`src/rtl/lau_pkg.sv`:
```
// Arithmetic library shared types.
// Adder speed selection and multiply-add opcodes.
package lau_pkg;

  typedef enum logic {
    SLOW = 1'b0,
    FAST = 1'b1
  } speed_e;

  typedef enum logic [1:0] {
    MADD_OP = 2'd0,
    MAC_OP  = 2'd1,
    LOAD_OP = 2'd2
  } madd_op_e;

endpackage

```
`src/rtl/mul_pp_csa.sv`:
```
// Signed/unsigned partial products reduced to
// carry-save sum/carry vectors, modulo 2^WidthO.
module mul_pp_csa #(
  parameter int unsigned WidthX = 8,
  parameter int unsigned WidthY = 8,
  parameter int unsigned WidthO = WidthX + WidthY
) (
  input  logic              sgn_i,
  input  logic [WidthX-1:0] x_i,
  input  logic [WidthY-1:0] y_i,
  output logic [WidthO-1:0] sum_o,
  output logic [WidthO-1:0] carry_o
);

  logic [WidthO-1:0] w_yext;
  logic [WidthO-1:0] w_s;
  logic [WidthO-1:0] w_c;
  logic [WidthO-1:0] w_row;
  logic [WidthO-1:0] w_t;
  logic              w_neg;

  assign w_yext = {{(WidthO-WidthY){sgn_i & y_i[WidthY-1]}}, y_i};
  assign w_neg  = sgn_i & x_i[WidthX-1];

  // Signed X: top row has negative weight, so it is
  // added as ~row with a +1 correction row at the end.
  always_comb begin
    w_s   = '0;
    w_c   = '0;
    w_row = '0;
    w_t   = '0;
    for (int i = 0; i < WidthX; i++) begin
      w_row = x_i[i] ? (w_yext << i) : '0;
      if (i == WidthX - 1 && w_neg) begin
        w_row = ~w_row;
      end
      w_t = w_s ^ w_c ^ w_row;
      w_c = ((w_s & w_c) | (w_s & w_row) | (w_c & w_row)) << 1;
      w_s = w_t;
    end
    w_row = WidthO'(w_neg);
    w_t   = w_s ^ w_c ^ w_row;
    w_c   = ((w_s & w_c) | (w_s & w_row) | (w_c & w_row)) << 1;
    w_s   = w_t;
  end

  assign sum_o   = w_s;
  assign carry_o = w_c;

endmodule

```
`src/rtl/mul_add_pipe.sv`:
```
// Pipelined multiply-add / accumulate unit with
// valid/ready flow control and overflow flag.
module mul_add_pipe
  import lau_pkg::*;
#(
  parameter int unsigned WidthX    = 8,
  parameter int unsigned WidthY    = 8,
  parameter int unsigned WidthA    = 20,
  parameter speed_e      Speed     = FAST,
  parameter int unsigned NumStages = 2
) (
  input  logic              clk_i,
  input  logic              rst_ni,
  input  logic              valid_i,
  output logic              ready_o,
  input  madd_op_e          op_i,
  input  logic              signed_i,
  input  logic [WidthX-1:0] X,
  input  logic [WidthY-1:0] Y,
  input  logic [WidthA-1:0] A,
  output logic              valid_o,
  input  logic              ready_i,
  output logic [WidthA-1:0] P,
  output logic              ovf_o
);

  typedef struct packed {
    logic [WidthA-1:0] s;
    logic [WidthA-1:0] c;
    logic [WidthA-1:0] a;
    madd_op_e          op;
    logic              sgn;
    logic              psgn;
  } st1_t;

  logic [WidthA-1:0] w_ps;
  logic [WidthA-1:0] w_pc;
  st1_t              w_s1_in;
  st1_t              w_s2;
  logic              w_s2_v;
  logic              w_ld1;
  logic              w_ld2;

  logic              r_v2;
  logic [WidthA-1:0] r_p;
  logic              r_ovf;
  logic [WidthA-1:0] r_acc;

  mul_pp_csa #(
    .WidthX(WidthX),
    .WidthY(WidthY),
    .WidthO(WidthA)
  ) u_pp (
    .sgn_i  (signed_i),
    .x_i    (X),
    .y_i    (Y),
    .sum_o  (w_ps),
    .carry_o(w_pc)
  );

  // Product sign is only consulted when the product
  // is nonzero; a zero product can never overflow.
  always_comb begin
    w_s1_in      = '0;
    w_s1_in.s    = w_ps;
    w_s1_in.c    = w_pc;
    w_s1_in.a    = A;
    w_s1_in.op   = op_i;
    w_s1_in.sgn  = signed_i;
    w_s1_in.psgn = signed_i & (X[WidthX-1] ^ Y[WidthY-1]);
  end

  assign w_ld2 = ~r_v2 | ready_i;

  if (NumStages == 2 && WidthX <= WidthY
      && WidthA >= WidthX + WidthY) begin : g_two
    logic r_v1;
    st1_t r_s1;

    always_ff @(posedge clk_i or negedge rst_ni) begin
      if (!rst_ni) begin
        r_v1 <= 1'b0;
        r_s1 <= '0;
      end else if (w_ld1) begin
        r_v1 <= valid_i;
        if (valid_i) begin
          r_s1 <= w_s1_in;
        end
      end
    end

    assign w_ld1  = ~r_v1 | w_ld2;
    assign w_s2_v = r_v1;
    assign w_s2   = r_s1;
  end else if (NumStages == 1 && WidthX <= WidthY
      && WidthA >= WidthX + WidthY) begin : g_one
    assign w_ld1  = w_ld2;
    assign w_s2_v = valid_i;
    assign w_s2   = w_s1_in;
  end else begin : g_bad
    $error("mul_add_pipe: illegal NumStages or widths");
    assign w_ld1  = 1'b0;
    assign w_s2_v = 1'b0;
    assign w_s2   = '0;
  end

  logic              w_is_mac;
  logic              w_upd;
  logic [WidthA-1:0] w_add;
  logic [WidthA-1:0] w_cs;
  logic [WidthA-1:0] w_cc;
  logic [WidthA-1:0] w_p;
  logic              w_ovf;

  always_comb begin
    w_is_mac = 1'b0;
    w_upd    = 1'b0;
    unique case (1'b1)
      (w_s2.op == MAC_OP): begin
        w_is_mac = 1'b1;
        w_upd    = 1'b1;
      end
      (w_s2.op == LOAD_OP): w_upd = 1'b1;
      default: ;
    endcase
  end

  assign w_add = w_is_mac ? r_acc : w_s2.a;
  assign w_cs  = w_s2.s ^ w_s2.c ^ w_add;
  assign w_cc  = ((w_s2.s & w_s2.c)
                | (w_s2.s & w_add)
                | (w_s2.c & w_add)) << 1;

  if (Speed == FAST) begin : g_fast
    assign w_p = w_cs + w_cc;
  end else begin : g_slow
    logic w_rc;
    always_comb begin
      w_p  = '0;
      w_rc = 1'b0;
      for (int i = 0; i < int'(WidthA); i++) begin
        w_p[i] = w_cs[i] ^ w_cc[i] ^ w_rc;
        w_rc   = (w_cs[i] & w_cc[i])
               | (w_cs[i] & w_rc)
               | (w_cc[i] & w_rc);
      end
    end
  end

  // Product fits in WidthA, so an unsigned wrap shows
  // up as a result smaller than the addend.
  assign w_ovf = w_s2.sgn
    ? ((w_s2.psgn == w_add[WidthA-1])
       && (w_p[WidthA-1] != w_add[WidthA-1]))
    : (w_p < w_add);

  always_ff @(posedge clk_i or negedge rst_ni) begin
    if (!rst_ni) begin
      r_v2  <= 1'b0;
      r_p   <= '0;
      r_ovf <= 1'b0;
      r_acc <= '0;
    end else if (w_ld2) begin
      r_v2 <= w_s2_v;
      if (w_s2_v) begin
        r_p   <= w_p;
        r_ovf <= w_ovf;
        if (w_upd) begin
          r_acc <= w_p;
        end
      end
    end
  end

  assign ready_o = w_ld1;
  assign valid_o = r_v2;
  assign P       = r_p;
  assign ovf_o   = r_ovf;

endmodule

```
`config.mk`:
```
export PLATFORM = sky130hd
export DESIGN_NAME = mul_add_pipe
export DESIGN_NICKNAME = d
export VERILOG_FILES = /design/src/rtl/lau_pkg.sv /design/src/rtl/mul_pp_csa.sv /design/src/rtl/mul_add_pipe.sv
export SDC_FILE = /design/constraint.sdc
export NUM_CORES = 1
export LEC_CHECK = 0
export ABC_AREA = 1
export BUFFER_PORTS_ARGS = -buffer_cell sky130_fd_sc_hd__buf_2
export CORE_ASPECT_RATIO = 0.7
export CORE_MARGIN = 4
export CORE_UTILIZATION = 60
export CTS_CLUSTER_DIAMETER = 40
export CTS_CLUSTER_SIZE = 12
export DETAILED_ROUTE_END_ITERATION = 16
export GPL_TIMING_DRIVEN = 0
export HOLD_SLACK_MARGIN = 0.03
export PLACE_DENSITY = 0.82
export SLEW_MARGIN = 25
export SYNTH_ARGS = -nofsm -noshare
export SYNTH_HDL_FRONTEND = slang
export SYNTH_HIERARCHICAL = 1
export SYNTH_SLANG_ARGS = --single-unit
```
`constraint.sdc`:
```
create_clock -name clk_i -period 4.65 [get_ports clk_i]
set_input_delay 0.2325 -clock clk_i [delete_from_list [all_inputs] [get_ports clk_i]]
set_output_delay 0.2325 -clock clk_i [all_outputs]
set_load 0.005 [all_outputs]
```
# Word level (Yosys, flattened, before mapping)
# Cells that the tools add are included.
[word_totals]
register_bits = 106
latch_bits = 0
mem_bits_rw = 0
romBits = 0
inputBits = 43
out_inout_bits = 23
mem_count = 0
[op_classes]
addsub = 1
multipliers = 0
div_mod_pow = 0
order_cmp = 1
eq_ne = 4
shift = 0
muxes = 13
bitwise = 67
reduce_logical = 5
[op_table]
columns = ["cell", "count"]
rows = [
  ["$and A19 B19 Y19", 23],
  ["$xor A20 B20 Y20", 16],
  ["$or A19 B19 Y19", 16],
  ["$mux W20", 10],
  ["$and A19 B1 Y19", 2],
  ["$add A20 B20 Y20", 1],
  ["$lt A20 B20 Y1", 1],
  ["$not A20 Y20", 1],
  ["$xor A20 B1 Y20", 1],
  ["$reduce_and A2 Y1", 2],
  ["$and A1 B1 Y1", 3],
  ["$mux W1", 3],
  ["$reduce_and A3 Y1", 1],
  ["$eq A2 B1 Y1 const B", 1],
  ["$eq A2 B2 Y1 const B", 1],
  ["$not A1 Y1", 2],
  ["$or A1 B1 Y1", 2],
  ["$reduce_or A2 Y1", 1],
  ["$eq A1 B1 Y1", 1],
  ["$logic_and A1 B1 Y1", 1],
  ["$ne A1 B1 Y1", 1],
  ["$xor A1 B1 Y1", 1],
]

# Depth between registers and ports, before layout
[logic_depth]
ltp_word = 24
depth_mapped = 27
depth_no_buf = 26

# Modules after synthesis
# The synthesis kept the hierarchy.
[by_module_without_submodules]
columns = ["module", "n_inst", "cells_each", "area_per_inst_um2"]
rows = [
  ["mul_add_pipe", 1, 837, 6573.8],
  ["mul_pp_csa", 1, 283, 2290.9],
]

# Worst setup path after synthesis
# Ideal clock, no wire load.
[synth_path]
path_kind = "in2reg"
start = "input Y[7]"
end = "register g_two.r_s1[52] (netlist bit)"
setup_time_ps = 130
arrival_time_ps = 3990
required_ps = 4520
setup_slack_ps = 530
stages = 15
path_cell_list = "buf_2 -> nand2_4 -> nor2_1 -> ha_1 -> inv_1 -> fa_1 -> fa_1 -> fa_1 -> fa_1 -> inv_1 -> fa_1 -> fa_1 -> ha_1 -> nand2_1 -> o21ai_0"
[synth_via]
elab_chain_len = 17
word_cells_on_any_way = 43
cone_classes = "mux (2); bitwise (41)"
[synth_lines]
columns = ["element", "line", "text"]
rows = [
  ["start, declared", "mul_add_pipe.sv:19", "input logic [WidthY-1:0] Y,"],
  ["$and A1 B1 Y1 or $mux W20 (tied branches)", "mul_pp_csa.sv:22, mul_pp_csa.sv:33", ""],
  ["$mux W20 or $xor A20 B20 Y20 (tied branches)", "mul_pp_csa.sv:33, mul_pp_csa.sv:37", ""],
  ["$xor A20 B20 Y20 or $and A19 B19 Y19 (tied branches)", "mul_pp_csa.sv:37, mul_pp_csa.sv:38", ""],
  ["$xor A20 B20 Y20 or $or A19 B19 Y19 (tied branches)", "mul_pp_csa.sv:37, mul_pp_csa.sv:38", ""],
  ["$xor A20 B20 Y20 (tied with other cells)", "mul_pp_csa.sv:37", "w_t = w_s ^ w_c ^ w_row;"],
  ["$xor A20 B20 Y20 or $or A19 B19 Y19 (tied branches)", "mul_pp_csa.sv:37, mul_pp_csa.sv:38", ""],
  ["$xor A20 B20 Y20 (tied with other cells)", "mul_pp_csa.sv:37", ""],
  ["$xor A20 B20 Y20 or $or A19 B19 Y19 (tied branches)", "mul_pp_csa.sv:37, mul_pp_csa.sv:38", ""],
  ["$xor A20 B20 Y20 (tied with other cells)", "mul_pp_csa.sv:37", ""],
  ["$xor A20 B20 Y20 or $or A19 B19 Y19 (tied branches)", "mul_pp_csa.sv:37, mul_pp_csa.sv:38", ""],
  ["$xor A20 B20 Y20 (tied with other cells)", "mul_pp_csa.sv:37", ""],
  ["$xor A20 B20 Y20 or $or A19 B19 Y19 (tied branches)", "mul_pp_csa.sv:37, mul_pp_csa.sv:38", ""],
  ["$xor A20 B20 Y20 (tied with other cells)", "mul_pp_csa.sv:37", ""],
  ["$xor A20 B20 Y20 or $or A19 B19 Y19 (tied branches) (2 in series)", "mul_pp_csa.sv:37, mul_pp_csa.sv:38", ""],
  ["$xor A20 B20 Y20 (*)", "mul_pp_csa.sv:42", "w_t = w_s ^ w_c ^ w_row;"],
  ["$xor A20 B1 Y20 (*)", "mul_pp_csa.sv:42", ""],
  ["via w_ps[8]", "mul_add_pipe.sv:36", "logic [WidthA-1:0] w_ps;"],
  ["end signal, assigned", "mul_add_pipe.sv:87", "r_s1 <= w_s1_in;"],
  ["end, declared", "mul_add_pipe.sv:78", "st1_t r_s1;"],
]
# The timed path passes the listed nets; every way through them passes the cells marked *.
# A chain may end at the register's enable or synchronous reset.

# Worst setup path after layout
[layout_path]
start = "register g_two.r_s1[2] (netlist bit)"
end = "register r_ovf (netlist: ovf_o)"
[layout_via]
word_cells_on_any_way = 14
cone_classes = "add/sub (1); order compare (1); eq/ne (3); mux (3); bitwise (5); reduce/logical (1)"
[layout_rtl]
columns = ["element", "line", "text"]
rows = [
  ["$eq A2 B1 Y1 (*)", "mul_add_pipe.sv:119", "(w_s2.op == MAC_OP): begin"],
  ["$mux W1 (*)", "mul_add_pipe.sv:118", "unique case (1'b1)"],
  ["$mux W20 (*)", "mul_add_pipe.sv:128", "assign w_add = w_is_mac ? r_acc : w_s2.a;"],
  ["$and A19 B19 Y19", "mul_add_pipe.sv:131", "| (w_s2.s & w_add)"],
  ["$or A19 B19 Y19", "mul_add_pipe.sv:131", ""],
  ["$or A19 B19 Y19", "mul_add_pipe.sv:132", "| (w_s2.c & w_add)) << 1;"],
  ["$add A20 B20 Y20 (*)", "mul_add_pipe.sv:135", "assign w_p = w_cs + w_cc;"],
  ["via w_p[15]", "mul_add_pipe.sv:112", "logic [WidthA-1:0] w_p;"],
  ["$lt A20 B20 Y1 (*)", "mul_add_pipe.sv:155", ": (w_p < w_add);"],
  ["$mux W1 (*)", "mul_add_pipe.sv:153", "? ((w_s2.psgn == w_add[WidthA-1])"],
  ["end signal, assigned", "mul_add_pipe.sv:167", "r_ovf <= w_ovf;"],
  ["end, declared", "mul_add_pipe.sv:46", "logic r_ovf;"],
]
# Marks and branches as above.

==> impl_results.md <==
- Yosys warns: 6
- Worst path cell trace: ha_2 -> inv_2 -> nand2_1 -> and2_1 -> fa_1 -> inv_1 -> ha_1 -> fa_2 -> nand3_1 -> nand3_2 -> nand2_1 -> nand2_1 -> nand3_1 -> nand3b_1 -> and2_1 -> ha_1 -> nand2_1 -> nor2_1 -> nand4_1 -> nor2_1 -> nand2_1 -> nand3_1 -> a21oi_1
- H-tree levels: 3
- Total GRT Usage: 25.4%
- Largest net degree at the start of global routing: just under 60
- Synth Area in Compound Gates: 6.04%
- Clk sinks: 107
- Num CTS Buffers: 9
- Post-synth top flop: dfrtp_1
- Largest family of logic cells by synthesized area: adder cells
- Hpwl dp: 16,500 um
- Max Clk Rate: 0.224 GHz
- Detailed Route WL: 20,400 um
- I/O pin total: 66
- Status: finished, final reports clean
- Syn_area_per_cell: 7.91 um^2
- Initial antenna violation count: 0
- Synth Area in XOR/XNOR: about 1.8%
- Total Power: 7020 uW
- Reg area: 2680 um^2
- Placer Congestion: 0.984
- Post-synthesis sequential area ratio: a little under a third
- Post-layout min period: 4.47 ns
- Net count, final: 1,368
- Multiplexer share of the synthesized area: 0.452%
- DIE AREA: 16,800 um^2
- Clock Root Buffer: clkbuf_16
- Kind of critical path: reg2reg
- Seq cells post-synth: ~110
- Final ANT Viol Nets: 0
- EDFF count, synth: 0
- CP Capture Type: flop
- Crit start category: flop
- Clk slew on worst S/H paths: 0.08 ns
- CTS tree: yes
- Fillers: 1,178
- Final setup violation count: 0
- Mapped Area: around 9000 um^2
- First-pass DRT Iterations: 5
- Global-route wire length before repair: 34,200 um
- Slack of the worst reg-to-reg path: 0.18 ns
- Row count: 36
- N_diodes: 0
- Crit path top cell by count: nand2_1
- Final Cell Area: 9750 um^2
- Crit share post-route: 96.1%
- Leak pwr: 0.00550 uW
- Die Wd: 153 um
- Slew HR: 54.7%
- Critical Path AT: roughly 4.7 ns
- PortBufs: 51
- Cells after Synth: roughly 1,100
- Placed cell count: 1,362
- Final core occ: 68.7%
- Core area: 14,200 um^2
- Number of global-route vias before repair: 7,092
- Pwr dens: 720 nW/um^2
- Post-DP Area: 9390 um^2
- Worst-margin pin slew: between 0.6 and 0.7 ns
- Routed wire per std cell: 14.8 um
- Post-synthesis net count: approximately 1,300
- Max cap viols: 0
- Fin cells: 1,379
- Layout area overhead: 9.98%
- Worst Clk Skew: 0.0113 ns
- Initial Util: 62.5%
- DR vias/cell: a little over 5
- Crit Path Max Fanout: 8
- Worst skew pair latency: ~0.36 ns
- Worst path max stage delay: 0.48 ns
- Synth Area in Simple Gates: 23.7%
- Total grt overflow: 0
- Via Count: 7,169
- Clock Path Buffers: 2
- Height of the die: approximately 110 um
- Adder-cell area share of the yosys netlist: 26.1%
- Layout cells sized above 1: 12.7%
- Master of the slowest instance on the critical path: fa_1
- FFs w/ async S/R, synth: 100%
- Residual DRC: 0
- Area of the multi-input gates: just over 5000 um^2
- Final number of max-transition violations: 0
- Worst VDD drop: 0.000389 V
- Cell variety after synth: 38
- 1st-iter DRT viols: ~540
- Final Hold Vio Count: 0
- Hold Crit Class: in2reg
- CP Data Required Time: between 4 and 5 ns
kinds of logic (layout without fill, tap and decap cells):
group | after synthesis | after routing
flops | 107 | 107
simple gates | 496 | 496
other cells | 1 | 1
compound gates | 100 | 100
buf+inv | 254 | 323
xor+xnor | 17 | 17
mux | 4 | 4
fa+ha+maj | 141 | 141
flip-flops by register name, summed over array words and instances, names as in the netlist:
name / count
g_two.r_v1: 1
g_two.r_s1: 64
r_acc: 20
valid_o: 1
P: 20
ovf_o: 1
layout by cell type (no fill, tap or decap), types with 3 or more instances in the layout:
cell,count
xor2_1,13
nand3_2,9
clkbuf_1,17
buf_4,10
ha_1,67
a21oi_1,16
buf_6,5
o21ai_1,10
nand3_1,35
and2_1,12
o21bai_1,3
inv_1,202
nor2_1,30
clkbuf_16,9
nand3b_1,3
nand2_1,376
inv_2,6
dfrtp_1,107
a21oi_2,5
nand2_2,15
inv_6,4
fa_1,72
o21ai_0,63
or2_2,5
buf_2,62
cell type report:
| cell class | count | area share (%) |
|---|---|---|
| Multi-Input combinational cell | 759 | 53.2 |
| Sequential cell | 107 | 27.5 |
| Inverter | 210 | 8.14 |
| Timing Repair Buffer | 53 | 3.07 |
| Buffer | 44 | 2.58 |
| Tap cell | 190 | 2.44 |
| Clock buffer | 9 | 2.31 |
| Clock inverter | 7 | 0.834 |
per-layer routing:
| layer | global-route usage [%] | share of wire, % |
|---|---|---|
| met5 | 0 | 0 |
| met1 | 37.8 | 47 |
| met4 | 5.66 | 1.5 |
| met3 | 5.15 | 7.4 |
| met2 | 39.0 | 44 |
Yosys cell counts (12+ instances only):
| cell | number | share of area [%] |
|---|---|---|
| a21oi_1 | 17 | 0.96 |
| and2_1 | 12 | 0.85 |
| buf_2 | 13 | 0.73 |
| clkbuf_1 | 18 | 0.76 |
| dfrtp_1 | 107 | 30 |
| fa_1 | 73 | 16 |
| ha_1 | 68 | 9.6 |
| inv_1 | 202 | 8.6 |
| nand2_1 | 376 | 16 |
| nand2_2 | 15 | 1.1 |
| nand3_1 | 35 | 2.0 |
| nor2_1 | 31 | 1.3 |
| o21ai_0 | 67 | 3.8 |
| xor2_1 | 13 | 1.3 |
final timing paths:
check	start	to	depth (start not counted)
setup / recovery	g_two.r_s1[2]	ovf_o	23
min in group asynchronous	rst_ni	P[15]	2
hold / removal	A[2]	g_two.r_s1[6]	3
hold reg to reg	P[16]	P[16]	2
max in group asynchronous	rst_ni	P[8]	3
setup reg to reg	g_two.r_s1[2]	ovf_o	23
worst max-delay path: cells and delay by family, from the launching register on:
family                   cells  cell delay [ns]
adder cells (fa/ha/maj)      5             1.64
flip-flops                   1             0.41
AO/OA/AOI/OAI                1             0.07
buffers and inverters        2             0.19
AND/OR/NAND/NOR             15             2.03
power by group:
part | internal, uW | leakage [uW] | switching (uW) | total [uW]
logic | 1830 | 0.00401 | 2960 | 4790
clock network | 429 | 0.000153 | 375 | 804
registers | 1270 | 0.00134 | 159 | 1420
total | 3530 | 0.00550 | 3490 | 7020
through the flow:
| stage | setup TNS (ns) | setup slack (ns) | hold slack [ns] |
|---|---|---|---|
| after global placement | 0 | 0.0650 | 0.427 |
| after CTS | 0 | 0.00353 | 0.0634 |
| after floorplan | 0 | 0.530 | -0.0631 |
| final | 0 | 0.180 | 0.0666 |
| after global routing | -0.00701 | -0.00701 | 0.0586 |
| after detailed placement | 0 | 0.0477 | 0.204 |
repair_timing:
| item | 4_1_cts | 5_1_grt |
|---|---|---|
| endpoints found under the hold margin | 50 | 0 |
| setup buffers | 0 | 0 |
| endpoints found under the setup margin | 0 | 1 |
| hold buffers | 1 | 0 |
| gates resized for setup | 0 | 19 |
(Power assumes the default switching activity.)
